### src/rtl/uart_rx_words.sv
// ----------------------------------------------------------------------------
// uart_rx_words
//
// UART receiver that deserialises 8N1-style frames from `rx` and packs
// NUM_WORDS consecutive bytes into one W_IN-bit word. The word is offered
// downstream on a valid/ready stream. Byte 0 is the first byte received and
// lands in m_data_f[BITS_PER_WORD-1:0]. This matches the uart_tx stage, so a
// TX->RX loopback returns the original word.
//
// Optional feature macro: UART_RX_FRAME_CHECK_EN
//   defined   : the stop bit is checked. A low stop bit drops the byte and the
//               partial word, pulses frame_err, and waits in BREAK until the
//               line returns high.
//   undefined : the stop-bit value is ignored and there is no frame_err port.
//
// Ports
//   clk        in   clock
//   rstn       in   asynchronous active-low reset
//   rx         in   serial line, idle high, asynchronous to clk
//   m_data_f   out  assembled word (registered, stable while stalled)
//   m_valid    out  m_data_f holds a complete word
//   m_ready    in   downstream accepts on m_valid && m_ready at posedge
//   overrun    out  one-cycle pulse: a completed word was dropped
//   frame_err  out  one-cycle pulse on a bad stop bit (macro builds only)
// ----------------------------------------------------------------------------
module uart_rx_words #(
    parameter int CLOCKS_PER_PULSE = 4,
    parameter int BITS_PER_WORD    = 8,
    parameter int W_IN             = 24
) (
    input  logic            clk,
    input  logic            rstn,
    input  logic            rx,
    output logic [W_IN-1:0] m_data_f,
    output logic            m_valid,
    input  logic            m_ready,
    output logic            overrun
`ifdef UART_RX_FRAME_CHECK_EN
    ,
    output logic            frame_err
`endif
);

    localparam int NUM_WORDS = W_IN / BITS_PER_WORD;
    localparam int CNT_W     = (CLOCKS_PER_PULSE > 1) ? $clog2(CLOCKS_PER_PULSE) : 1;
    localparam int BIT_W     = (BITS_PER_WORD > 1) ? $clog2(BITS_PER_WORD) : 1;
    localparam int BYTE_W    = (NUM_WORDS > 1) ? $clog2(NUM_WORDS) : 1;

    localparam logic [CNT_W-1:0]  CNT_LAST  = CNT_W'(CLOCKS_PER_PULSE - 1);
    localparam logic [CNT_W-1:0]  CNT_HALF  = CNT_W'(CLOCKS_PER_PULSE / 2 - 1);
    localparam logic [BIT_W-1:0]  BIT_LAST  = BIT_W'(BITS_PER_WORD - 1);
    localparam logic [BYTE_W-1:0] BYTE_LAST = BYTE_W'(NUM_WORDS - 1);

    typedef enum logic [2:0] {
        S_IDLE  = 3'd0,
        S_START = 3'd1,
        S_DATA  = 3'd2,
        S_STOP  = 3'd3,
        S_BREAK = 3'd4
    } state_t;

    logic                     rx_meta_q,  rx_meta_d;
    logic                     rx_sync_q,  rx_sync_d;
    state_t                   state_q,    state_d;
    logic [CNT_W-1:0]         clk_cnt_q,  clk_cnt_d;
    logic [BIT_W-1:0]         bit_cnt_q,  bit_cnt_d;
    logic [BYTE_W-1:0]        byte_cnt_q, byte_cnt_d;
    logic [BITS_PER_WORD-1:0] shift_q,    shift_d;
    logic [W_IN-1:0]          staging_q,  staging_d;
    logic                     word_done_q, word_done_d;
    logic [W_IN-1:0]          m_data_q,   m_data_d;
    logic                     m_valid_q,  m_valid_d;
    logic                     overrun_q,  overrun_d;
`ifdef UART_RX_FRAME_CHECK_EN
    logic                     frame_err_q, frame_err_d;
`endif

    logic rxs_s;

    assign rxs_s    = rx_sync_q;
    assign m_data_f = m_data_q;
    assign m_valid  = m_valid_q;
    assign overrun  = overrun_q;
`ifdef UART_RX_FRAME_CHECK_EN
    assign frame_err = frame_err_q;
`endif

    // Next-state logic: synchroniser, frame FSM, word staging and output handshake.
    always_comb begin
        rx_meta_d   = rx;
        rx_sync_d   = rx_meta_q;
        state_d     = state_q;
        clk_cnt_d   = clk_cnt_q;
        bit_cnt_d   = bit_cnt_q;
        byte_cnt_d  = byte_cnt_q;
        shift_d     = shift_q;
        staging_d   = staging_q;
        word_done_d = 1'b0;
        m_data_d    = m_data_q;
        m_valid_d   = m_valid_q;
        overrun_d   = 1'b0;
`ifdef UART_RX_FRAME_CHECK_EN
        frame_err_d = 1'b0;
`endif

        case (state_q)
            S_IDLE: begin
                if (!rxs_s) begin
                    state_d   = S_START;
                    clk_cnt_d = '0;
                end else begin
                    state_d   = S_IDLE;
                end
            end

            // Sample mid start bit; a high line here was only a glitch.
            S_START: begin
                if (clk_cnt_q == CNT_HALF) begin
                    clk_cnt_d = '0;
                    bit_cnt_d = '0;
                    if (rxs_s) begin
                        state_d = S_IDLE;
                    end else begin
                        state_d = S_DATA;
                    end
                end else begin
                    clk_cnt_d = clk_cnt_q + 1'b1;
                end
            end

            // LSB first: new bits enter at the top and shift towards bit 0.
            S_DATA: begin
                if (clk_cnt_q == CNT_LAST) begin
                    clk_cnt_d = '0;
                    shift_d   = {rxs_s, shift_q[BITS_PER_WORD-1:1]};
                    if (bit_cnt_q == BIT_LAST) begin
                        bit_cnt_d = '0;
                        state_d   = S_STOP;
                    end else begin
                        bit_cnt_d = bit_cnt_q + 1'b1;
                    end
                end else begin
                    clk_cnt_d = clk_cnt_q + 1'b1;
                end
            end

            S_STOP: begin
                if (clk_cnt_q == CNT_LAST) begin
                    clk_cnt_d = '0;
                    state_d   = S_IDLE;
`ifdef UART_RX_FRAME_CHECK_EN
                    if (!rxs_s) begin
                        byte_cnt_d  = '0;
                        frame_err_d = 1'b1;
                        state_d     = S_BREAK;
                    end else
`endif
                    begin
                        for (int n = 0; n < NUM_WORDS; n++) begin
                            staging_d[n*BITS_PER_WORD +: BITS_PER_WORD] =
                                (byte_cnt_q == BYTE_W'(n)) ? shift_q
                                                           : staging_q[n*BITS_PER_WORD +: BITS_PER_WORD];
                        end
                        if (byte_cnt_q == BYTE_LAST) begin
                            byte_cnt_d  = '0;
                            word_done_d = 1'b1;
                        end else begin
                            byte_cnt_d  = byte_cnt_q + 1'b1;
                        end
                    end
                end else begin
                    clk_cnt_d = clk_cnt_q + 1'b1;
                end
            end

`ifdef UART_RX_FRAME_CHECK_EN
            // Hold off until the line is released so a long low is not
            // mistaken for a new start bit.
            S_BREAK: begin
                if (rxs_s) begin
                    state_d = S_IDLE;
                end else begin
                    state_d = S_BREAK;
                end
            end
`endif

            default: begin
                state_d   = S_IDLE;
                clk_cnt_d = '0;
                bit_cnt_d = '0;
            end
        endcase

        if (m_valid_q && m_ready) begin
            m_valid_d = 1'b0;
        end else begin
            m_valid_d = m_valid_q;
        end

        // A finished word loads only if the output slot is free or being
        // drained this same cycle; otherwise it is dropped and flagged.
        if (word_done_q) begin
            if (!m_valid_q || m_ready) begin
                m_data_d  = staging_q;
                m_valid_d = 1'b1;
            end else begin
                overrun_d = 1'b1;
            end
        end else begin
            overrun_d = 1'b0;
        end
    end

    // State registers with asynchronous active-low reset.
    always_ff @(posedge clk or negedge rstn) begin
        if (!rstn) begin
            rx_meta_q   <= 1'b1;
            rx_sync_q   <= 1'b1;
            state_q     <= S_IDLE;
            clk_cnt_q   <= '0;
            bit_cnt_q   <= '0;
            byte_cnt_q  <= '0;
            shift_q     <= '0;
            staging_q   <= '0;
            word_done_q <= 1'b0;
            m_data_q    <= '0;
            m_valid_q   <= 1'b0;
            overrun_q   <= 1'b0;
`ifdef UART_RX_FRAME_CHECK_EN
            frame_err_q <= 1'b0;
`endif
        end else begin
            rx_meta_q   <= rx_meta_d;
            rx_sync_q   <= rx_sync_d;
            state_q     <= state_d;
            clk_cnt_q   <= clk_cnt_d;
            bit_cnt_q   <= bit_cnt_d;
            byte_cnt_q  <= byte_cnt_d;
            shift_q     <= shift_d;
            staging_q   <= staging_d;
            word_done_q <= word_done_d;
            m_data_q    <= m_data_d;
            m_valid_q   <= m_valid_d;
            overrun_q   <= overrun_d;
`ifdef UART_RX_FRAME_CHECK_EN
            frame_err_q <= frame_err_d;
`endif
        end
    end

endmodule

### config.mk
export PLATFORM = sky130hd
export DESIGN_NAME = uart_rx_words
export DESIGN_NICKNAME = d
export VERILOG_FILES = /design/src/rtl/uart_rx_words.sv
export SDC_FILE = /design/constraint.sdc
export NUM_CORES = 1
export LEC_CHECK = 0
export ABC_CLOCK_PERIOD_IN_PS = 5100
export CAP_MARGIN = 20
export CORE_ASPECT_RATIO = 1.1
export CORE_MARGIN = 1.5
export CORE_UTILIZATION = 55
export CTS_CLUSTER_SIZE = 20
export DETAILED_ROUTE_END_ITERATION = 6
export GPL_TIMING_DRIVEN = 0
export PLACE_DENSITY = 0.78
export SLEW_MARGIN = 20
export SYNTH_ARGS = -nofsm -noshare
export SYNTH_HDL_FRONTEND = slang
export SYNTH_SLANG_ARGS = --single-unit
### constraint.sdc
create_clock -name clk -period 5.1 [get_ports clk]
set_clock_uncertainty 0.1 [all_clocks]
set_input_delay 1.275 -clock clk [delete_from_list [all_inputs] [get_ports clk]]
set_output_delay 1.275 -clock clk [all_outputs]
set_load 0.01 [all_outputs]
==> results of run 1 <==
-- area by class of cell --
| cell class | count | share of cell area |
|---|---|---|
| buffer | 2 | 0.00436 |
| clock buffer | 15 | 0.0454 |
| clock inverter | 1 | 0.00871 |
| inverter | 9 | 0.00980 |
| multi-input combinational | 127 | 0.312 |
| sequential | 70 | 0.509 |
| tap | 58 | 0.0211 |
| timing repair buffer | 30 | 0.0893 |
-- layer usage --
metal	wire length, um	vias to the layer above
met5	0	-
met4	106	0
met1	1980	824
met3	176	10
met2	2190	31
li1	-	801
-- flip-flops by register name (all words and copies together) (netlist names) --
register	flops
bit_cnt_q	3
byte_cnt_q	2
clk_cnt_q	2
m_data_f	24
m_valid	1
overrun	1
rx_meta_q	1
rx_sync_q	1
shift_q	8
staging_q	24
state_q	2
word_done_q	1
-- report_power, final --
part           switching [mW]  internal (mW)  total (mW)
clock                   0.187          0.241       0.428
combinational          0.0985         0.0830       0.181
sequential             0.0357          0.582       0.617
-- kinds of logic after synthesis --
group                    after synthesis  synth area share
flip-flops                            70             0.609
buffers and inverters                 11            0.0169
AND/OR/NAND/NOR                       51            0.0848
multiplexers                          51             0.199
AO/OA/AOI/OAI                         12            0.0330
adder cells (fa/ha/maj)               13            0.0565
-- metrics by stage --
| step | power (mW) | instances | area, um2 | hold WS [ns] |
|---|---|---|---|---|
| floorplan | 0.758 | 208 | 2880 | 0.245 |
| global route | 1.29 | 312 | 3450 | 0.261 |
| finish | 1.23 | 312 | 3450 | 0.257 |
| detailed placement | 0.811 | 296 | 3260 | 0.256 |
| global placement | 0.800 | 295 | 3240 | 0.247 |
| CTS | 1.24 | 312 | 3450 | 0.266 |
-- cells in the final DEF, fill, tap and decap left out --
| cell | synthesis | layout |
|---|---|---|
| dfrtp_1 | 68 | 68 |
| nor3_1 | 2 | 2 |
| nor3_4 | 1 | 1 |
| buf_12 | 0 | 1 |
| nand4b_2 | 1 | 1 |
| dfstp_2 | 2 | 2 |
| o21ai_0 | 4 | 4 |
| clkbuf_1 | 0 | 5 |
| o31ai_1 | 1 | 1 |
| a31o_2 | 1 | 1 |
| o221ai_1 | 1 | 1 |
| a2111oi_4 | 1 | 1 |
| nand2_1 | 33 | 33 |
| clkdlybuf4s50_1 | 0 | 28 |
| mux2_2 | 51 | 51 |
| clkbuf_8 | 0 | 10 |
| nand3_1 | 2 | 2 |
| buf_4 | 2 | 3 |
| a21oi_1 | 3 | 3 |
| bufinv_16 | 0 | 1 |
| inv_1 | 8 | 8 |
| a21o_1 | 1 | 1 |
| nor2_1 | 5 | 5 |
| ha_1 | 13 | 13 |
| clkinv_1 | 1 | 1 |
| nand2b_1 | 1 | 1 |
| nand3_2 | 1 | 1 |
| nor2b_1 | 3 | 3 |
| nand3b_1 | 1 | 1 |
| and2b_1 | 1 | 1 |
-- path summary, 6_finish.rpt --
| kind | depth (start not counted) | from | endpoint |
|---|---|---|---|
| worst max-delay path | 1 | m_data_f[10] | m_data_f[10] |
| worst min-delay path | 0 | rx_meta_q | rx_sync_q |
| worst max register to register | 5 | state_q[0] | state_q[0] |
| worst min register to register | 0 | rx_meta_q | rx_sync_q |
| max in group asynchronous | 2 | rstn | m_data_f[2] |
| min in group asynchronous | 1 | rstn | m_data_f[14] |
==> results.sh, run 1 <==
export IMPL_netlist_instances=208
export IMPL_multi_input_area_mm2=0.00108
export IMPL_hpwlAfterDp_mm=3.14
export IMPL_synth_distinct_cells=25
export IMPL_ys_ff_latch=70
export IMPL_max_freq_mhz=380
export IMPL_ctsResizeCount=0
export IMPL_io_pins=30
export IMPL_grt_pass1_vias=1667
export IMPL_min_path_type="reg2reg"
export IMPL_layout_drive_gt1_share=0.287
export IMPL_insertion_delay_ns=0.35
export IMPL_critPathMaxStageDelay_ns=0.54
export IMPL_antenna_found_initial=0
export IMPL_startpoint_type="flip-flop"
export IMPL_grt_pass1_wl_mm=7.75
export IMPL_setup_viol=0
export IMPL_ctsLongestPathBuffers=2
export IMPL_drcViolationCount=0
export IMPL_drtIter0Drc=75
export IMPL_use_met3=0.0546
export IMPL_io_buffers=29
export IMPL_reg2reg_slack_ns=3.07
export IMPL_synth_top_area_share=0.591
export IMPL_pre_cts_slack_ns=2.17
export IMPL_area_growth_syn_to_layout_pct=19.7
export IMPL_synth_top_cell_by_area="dfrtp_1"
export IMPL_p_leak_nw=1.77
export IMPL_synthesis_nets=225
export IMPL_synth_ff_type="dfrtp_1"
export IMPL_critPathSlowestCell="clkdlybuf4s50_1"
export IMPL_synth_top_cells_by_area="dfrtp_1 59%, mux2_2 20%, ha_1 5.6%, nand2_1 4.3%, dfstp_2 1.8%"
export IMPL_n_fill_cell=363
export IMPL_die_x_um=72.0
export IMPL_diodes=0
export IMPL_required_ns=3.72
export IMPL_cts_num_sinks=70
export IMPL_cts_tree="done"
export IMPL_worstSetupPathType="reg2out"
export IMPL_status="complete, no violations"
export IMPL_htree_num_levels=3
export IMPL_tns_ns=0
export IMPL_max_cap_viol_count=0
export IMPL_die_y_um=78.9
export IMPL_use_met1=0.234
export IMPL_rows=27
export IMPL_p_per_area_mw_per_mm2=356
export IMPL_crit_buf_inv=1
export IMPL_worst_pin_slew_ns=0.467
export IMPL_drt_first_pass_iters=4
export IMPL_layout_nets=266
export IMPL_seq_area_mm2=0.00175
export IMPL_vdd_ir_drop_max_uv=269
export IMPL_synth_most_common_cell="dfrtp_1"
export IMPL_async_reset_ff_frac=1.00
export IMPL_postLayoutCoreUtil=0.685
export IMPL_synthTopCellsByCount="68 x dfrtp_1, 51 x mux2_2, 33 x nand2_1"
export IMPL_grt_util_met2=0.285
export IMPL_vias_per_cell=5.34
export IMPL_routedWlPerCell_um=14.3
export IMPL_mappedNetlistArea_mm2=0.00288
export IMPL_ys_seq_area_frac=0.609
export IMPL_hold_buffers=0
export IMPL_grt_ovfl_total=0
export IMPL_initial_utilization=0.572
export IMPL_root_buffer="clkbuf_8"
export IMPL_clkTransAtPathRegs_ns=0.06
export IMPL_cts_setup_buffers=0
export IMPL_drt_wl_total_mm=4.45
export IMPL_drv_slew=0
export IMPL_setup_ws_ns=2.47
export IMPL_grt_setup_unrepaired="false"
export IMPL_dieArea_mm2=0.00568
export IMPL_synth_enable_flop_cells=0
export IMPL_period_share=0.516
export IMPL_postRouteAntennaNets=0
export IMPL_cts_made_buffers=9
export IMPL_gr_max_usage_layer="met2"
export IMPL_fin_crit_ns=2.63
export IMPL_cp_top_family="buffers and inverters"
export IMPL_route_vias_total=1666
export IMPL_coreArea_mm2=0.00503
export IMPL_relSlewSlack=0.687
export IMPL_grt_max_degree=42
export IMPL_cp_arrival_ns=1.26
export IMPL_grt_total_usage=0.185
export IMPL_place_congestion=0.805
export IMPL_cp_max_fo=2
export IMPL_finalHoldViolations=0
export IMPL_syn_area_per_cell_um2=13.8
export IMPL_yosys_warnings=0
export IMPL_end_kind="output pin"
export IMPL_cp_cell_sequence="clkdlybuf4s50_1"
Note: power is estimated with default switching activity, not from simulation.
==> run 2: changes to the inputs <==
ABC_CLOCK_PERIOD_IN_PS = 2200   (was 5100)
CORE_UTILIZATION = 50   (was 55)
PLACE_DENSITY = 0.75   (was 0.78)
clock period = 2.2 ns   (was 5.1 ns; I/O delays follow)
==> run 2 against run 1 <==
Die area increased by 9.6%. Non-clock buffer count rose by 1. Critical path depth increased by 4. Worst setup slack got worse by 2.3 ns. Register-to-register slack lost 2.9 ns. Sequential power grew 130%. Cell count grew 5.1%. Worst hold slack got worse by 0.0011 ns. Sequential share of layout area fell by 0.39 points.
==> results.sh, run 2 (synthesis results as in run 1) <==
export IMPL_rows=28
export IMPL_coreArea_mm2=0.00547
export IMPL_min_path_type="reg2reg"
export IMPL_grt_pass1_wl_mm=7.63
export IMPL_hpwlAfterDp_mm=3.17
export IMPL_ctsResizeCount=0
export IMPL_relSlewSlack=0.707
export IMPL_cts_made_buffers=9
export IMPL_diodes=0
export IMPL_period_share=0.907
export IMPL_drt_first_pass_iters=4
export IMPL_insertion_delay_ns=0.33
export IMPL_worst_pin_slew_ns=0.438
export IMPL_vdd_ir_drop_max_uv=659
export IMPL_initial_utilization=0.527
export IMPL_drtIter0Drc=101
export IMPL_required_ns=2.32
export IMPL_worstSetupPathType="reg2reg"
export IMPL_cts_tree="done"
export IMPL_n_fill_cell=452
export IMPL_swShare=0.264
export IMPL_clkTransAtPathRegs_ns=0.07
export IMPL_setup_viol=0
export IMPL_multi_input_area_mm2=0.00108
export IMPL_total_power_mw=2.76
export IMPL_die_y_um=82.6
export IMPL_p_clk_frac=0.331
export IMPL_holdWs_ns=0.256
export IMPL_htree_num_levels=3
export IMPL_mostFrequentLayoutCell="dfrtp_1"
export IMPL_max_freq_mhz=501
export IMPL_comb_power_share=0.152
export IMPL_placed_cell_area_mm2=0.00329
export IMPL_status="complete, no violations"
export IMPL_seq_area_mm2=0.00175
export IMPL_routedWlPerCell_um=13.7
export IMPL_grt_pass1_vias=1629
export IMPL_ctsLongestPathBuffers=2
export IMPL_p_int_mw=2.03
export IMPL_io_pins=30
export IMPL_drcViolationCount=0
export IMPL_cp_max_fo=8
export IMPL_dieArea_mm2=0.00622
export IMPL_root_buffer="clkbuf_8"
export IMPL_postRouteAntennaNets=0
export IMPL_startpoint_type="flip-flop"
export IMPL_layout_drive_gt1_share=0.296
export IMPL_area_growth_syn_to_layout_pct=20.6
export IMPL_io_buffers=29
export IMPL_place_congestion=0.748
export IMPL_grt_total_usage=0.170
export IMPL_seq_power_share=0.518
export IMPL_vias_per_cell=5.09
export IMPL_drt_wl_total_mm=4.49
export IMPL_design_area_mm2=0.00347
export IMPL_layout_nets=267
export IMPL_grt_setup_unrepaired="false"
export IMPL_cts_num_sinks=70
export IMPL_grt_ovfl_total=0
export IMPL_antenna_found_initial=0
export IMPL_cp_arrival_ns=2.12
export IMPL_postLayoutCoreUtil=0.635
export IMPL_layout_common_cells="68 x dfrtp_1, 51 x mux2_2, 33 x nand2_1, 28 x clkdlybuf4s50_1, 13 x ha_1"
export IMPL_end_kind="flip-flop"
export IMPL_die_x_um=75.4
export IMPL_p_per_area_mw_per_mm2=794
export IMPL_p_switching_uw=727
export IMPL_fin_crit_ns=2.00
export IMPL_grt_max_degree=55
export IMPL_drv_slew=0
export IMPL_finalHoldViolations=0
export IMPL_route_vias_total=1669
export IMPL_p_leak_nw=1.78
export IMPL_max_cap_viol_count=0
## run 2: power groups by stage
stage               Clock [mW]  Combinational, mW  Sequential [mW]
floorplan                    0              0.326             1.43
global placement             0              0.407             1.45
detailed placement           0              0.420             1.45
CTS                      0.941              0.425             1.43
global route              1.01              0.474             1.44
finish                   0.912              0.419             1.43
## run 2: final cells by class
| class | instances | area share |
|---|---|---|
| sequential | 70 | 0.505 |
| multi-input combinational | 127 | 0.310 |
| timing repair buffer | 31 | 0.0937 |
| clock buffer | 13 | 0.0486 |
| tap | 75 | 0.0270 |
| inverter | 9 | 0.00973 |
| buffer | 2 | 0.00432 |
| clock inverter | 1 | 0.00144 |
## run 2: worst paths after layout
path / from / endpoint / slack (ns) / cells past startpoint
max in group asynchronous: rstn / staging_q[22] / 0.96 / 3
hold reg to reg: rx_meta_q / rx_sync_q / 0.26 / 0
setup reg to reg: state_q[0] / state_q[0] / 0.20 / 5
min in group asynchronous: rstn / overrun / 0.52 / 2
hold / removal: rx_meta_q / rx_sync_q / 0.26 / 0
setup / recovery: state_q[0] / state_q[0] / 0.20 / 5
## run 2: what timing repair did
action / CTS / global route
hold buffers: 1 / 0
buffers inserted: 0 / 0
hold endpoints to repair: 14 / 0
## run 2: worst max-delay path, stage by stage (launching register included)
cell and delay, ns:
dfrtp_1 0.47, inv_1 0.12, ha_1 0.27, nor2b_1 0.18, a2111oi_4 0.37, mux2_2 0.37
## run 2: stage by stage
stage | cells | worst slack (ns) | TNS [ns]
global route | 328 | 0.0653 | 0
floorplan | 208 | 0.341 | 0
global placement | 312 | -1.81 | -124.87
CTS | 328 | 0.194 | 0
finish | 328 | 0.204 | 0
detailed placement | 313 | 0.0174 | 0
## run 2: metal layers
| layer | vias to the layer above | part of all wire | global-route usage |
|---|---|---|---|
| met5 | - | 0 | 0 |
| met4 | 0 | 0.014 | 0.0643 |
| met3 | 7 | 0.037 | 0.0619 |
| met2 | 25 | 0.51 | 0.279 |
| met1 | 845 | 0.43 | 0.205 |
| li1 | 792 | - | - |
==> run 3: changes to the inputs <==
MAX_ROUTING_LAYER = met4   (was unset)
==> run 3 against run 2 <==
Global-route usage up 0.51 points. Critical path depth unchanged. Cell count unchanged.
==> results.sh, run 3 (synthesis results as in run 1) <==
export IMPL_status="complete, no violations"
export IMPL_vias_per_cell=5.11
export IMPL_p_switching_uw=728
export IMPL_end_kind="flip-flop"
export IMPL_r2r_start="state_q[0]"
export IMPL_placed_cell_area_mm2=0.00329
export IMPL_period_share=0.907
export IMPL_drcViolationCount=0
export IMPL_multi_input_area_mm2=0.00108
export IMPL_postLayoutCoreUtil=0.635
export IMPL_setup_viol=0
export IMPL_comb_power_share=0.152
export IMPL_grt_ovfl_total=0
export IMPL_design_area_mm2=0.00347
export IMPL_p_clk_frac=0.331
export IMPL_io_buffers=29
export IMPL_postRouteAntennaNets=0
export IMPL_swShare=0.264
export IMPL_hpwlAfterDp_mm=3.17
export IMPL_root_buffer="clkbuf_8"
export IMPL_grt_pass1_wl_mm=7.66
export IMPL_mostFrequentLayoutCell="dfrtp_1"
export IMPL_fin_crit_ns=2.00
export IMPL_reg2reg_slack_ns=0.20
export IMPL_p_per_area_mw_per_mm2=795
export IMPL_cts_num_sinks=70
export IMPL_critPathCapture="state_q[0]"
export IMPL_drv_slew=0
export IMPL_p_leak_nw=1.78
export IMPL_drt_wl_total_mm=4.50
export IMPL_cp_max_fo=8
export IMPL_diodes=0
export IMPL_critPathMaxStageDelay_ns=0.47
export IMPL_max_freq_mhz=501
export IMPL_area_growth_syn_to_layout_pct=20.6
export IMPL_place_congestion=0.757
export IMPL_io_pins=30
export IMPL_route_vias_total=1676
export IMPL_grt_max_degree=55
export IMPL_finalHoldViolations=0
export IMPL_grt_setup_unrepaired="false"
export IMPL_relSlewSlack=0.708
export IMPL_n_fill_cell=452
export IMPL_grt_total_usage=0.175
export IMPL_holdWs_ns=0.257
export IMPL_seq_area_mm2=0.00175
export IMPL_r2r_end="state_q[0]"
export IMPL_seq_power_share=0.517
export IMPL_die_x_um=75.4
export IMPL_cp_num_cells=5
export IMPL_ctsLongestPathBuffers=2
export IMPL_rows=28
export IMPL_grt_pass1_vias=1626
export IMPL_routedWlPerCell_um=13.7
export IMPL_insertion_delay_ns=0.33
export IMPL_p_int_mw=2.03
export IMPL_cp_top_family="flip-flops"
export IMPL_antenna_found_initial=0
export IMPL_ctsResizeCount=0
export IMPL_startpoint="state_q[0]"
export IMPL_coreArea_mm2=0.00547
export IMPL_initial_utilization=0.527
export IMPL_worstSetupPathType="reg2reg"
export IMPL_dieArea_mm2=0.00622
export IMPL_crit_buf_inv=1
export IMPL_layout_common_cells="68 x dfrtp_1, 51 x mux2_2, 33 x nand2_1, 28 x clkdlybuf4s50_1, 13 x ha_1"
export IMPL_required_ns=2.32
export IMPL_max_cap_viol_count=0
export IMPL_htree_num_levels=3
export IMPL_cp_arrival_ns=2.12
export IMPL_drtIter0Drc=104
export IMPL_startpoint_type="flip-flop"
export IMPL_layout_nets=267
export IMPL_cts_tree="done"
export IMPL_clkTransAtPathRegs_ns=0.07
export IMPL_cts_made_buffers=9
export IMPL_layout_drive_gt1_share=0.296
export IMPL_cp_cell_sequence="inv_1 -> ha_1 -> nor2b_1 -> a2111oi_4 -> mux2_2"
export IMPL_drt_first_pass_iters=4
export IMPL_vdd_ir_drop_max_uv=658
export IMPL_r2r_cells=5
export IMPL_min_path_type="reg2reg"
export IMPL_worst_pin_slew_ns=0.437
export IMPL_critPathSlowestCell="dfrtp_1"
export IMPL_die_y_um=82.6
[run 3: cell counts in the layout (fill, tap and decap cells not counted)]
Identical to the previous run, type by type.
[run 3: timing repair]
action	4_1_cts	5_1_grt
hold buffers	1	0
endpoints found under the setup margin	0	0
endpoints found under the hold margin	14	0
setup buffers	0	0
[run 3: stage by stage]
step           instances  worst slack [ns]  power, mW  TNS [ns]
2_1_floorplan        208             0.341       1.76         0
3_3_place_gp         312             -1.81       1.86   -124.87
3_5_place_dp         313            0.0174       1.87         0
4_1_cts              328             0.194       2.79         0
5_1_grt              328            0.0652       2.92         0
6_report             328             0.204       2.76         0
[run 3: worst min-delay path by stage]
stage               from            to  cells after the start
2_1_floorplan       rstn  bit_cnt_q[0]                      0
3_3_place_gp   rx_meta_q     rx_sync_q                      0
3_5_place_dp   rx_meta_q     rx_sync_q                      0
4_1_cts        rx_meta_q     rx_sync_q                      0
5_1_grt        rx_meta_q     rx_sync_q                      0
6_report       rx_meta_q     rx_sync_q                      0
[run 3: layout make-up]
class / count / area share
repair buffers: 31 / 0.0937
flip-flops and latches: 70 / 0.505
inverters: 9 / 0.00973
clock buffers: 13 / 0.0486
clock inverters: 1 / 0.00144
multi-input cells: 127 / 0.310
well taps: 75 / 0.0270
plain buffers: 2 / 0.00432
[run 3: power by group through the flow]
stage	Combinational [mW]	Clock (mW)	Sequential, mW
floorplan	0.326	0	1.43
detailed placement	0.420	0	1.45
global placement	0.407	0	1.45
CTS	0.425	0.941	1.43
finish	0.419	0.913	1.43
global route	0.474	1.01	1.44
[run 3: routing by layer]
| metal | routed length, um | part of all wire | track usage |
|---|---|---|---|
| met5 | 0 | 0 | - |
| met2 | 2300 | 0.51 | 0.279 |
| met4 | 66 | 0.015 | 0.0643 |
| met3 | 167 | 0.037 | 0.0619 |
| met1 | 1960 | 0.44 | 0.205 |
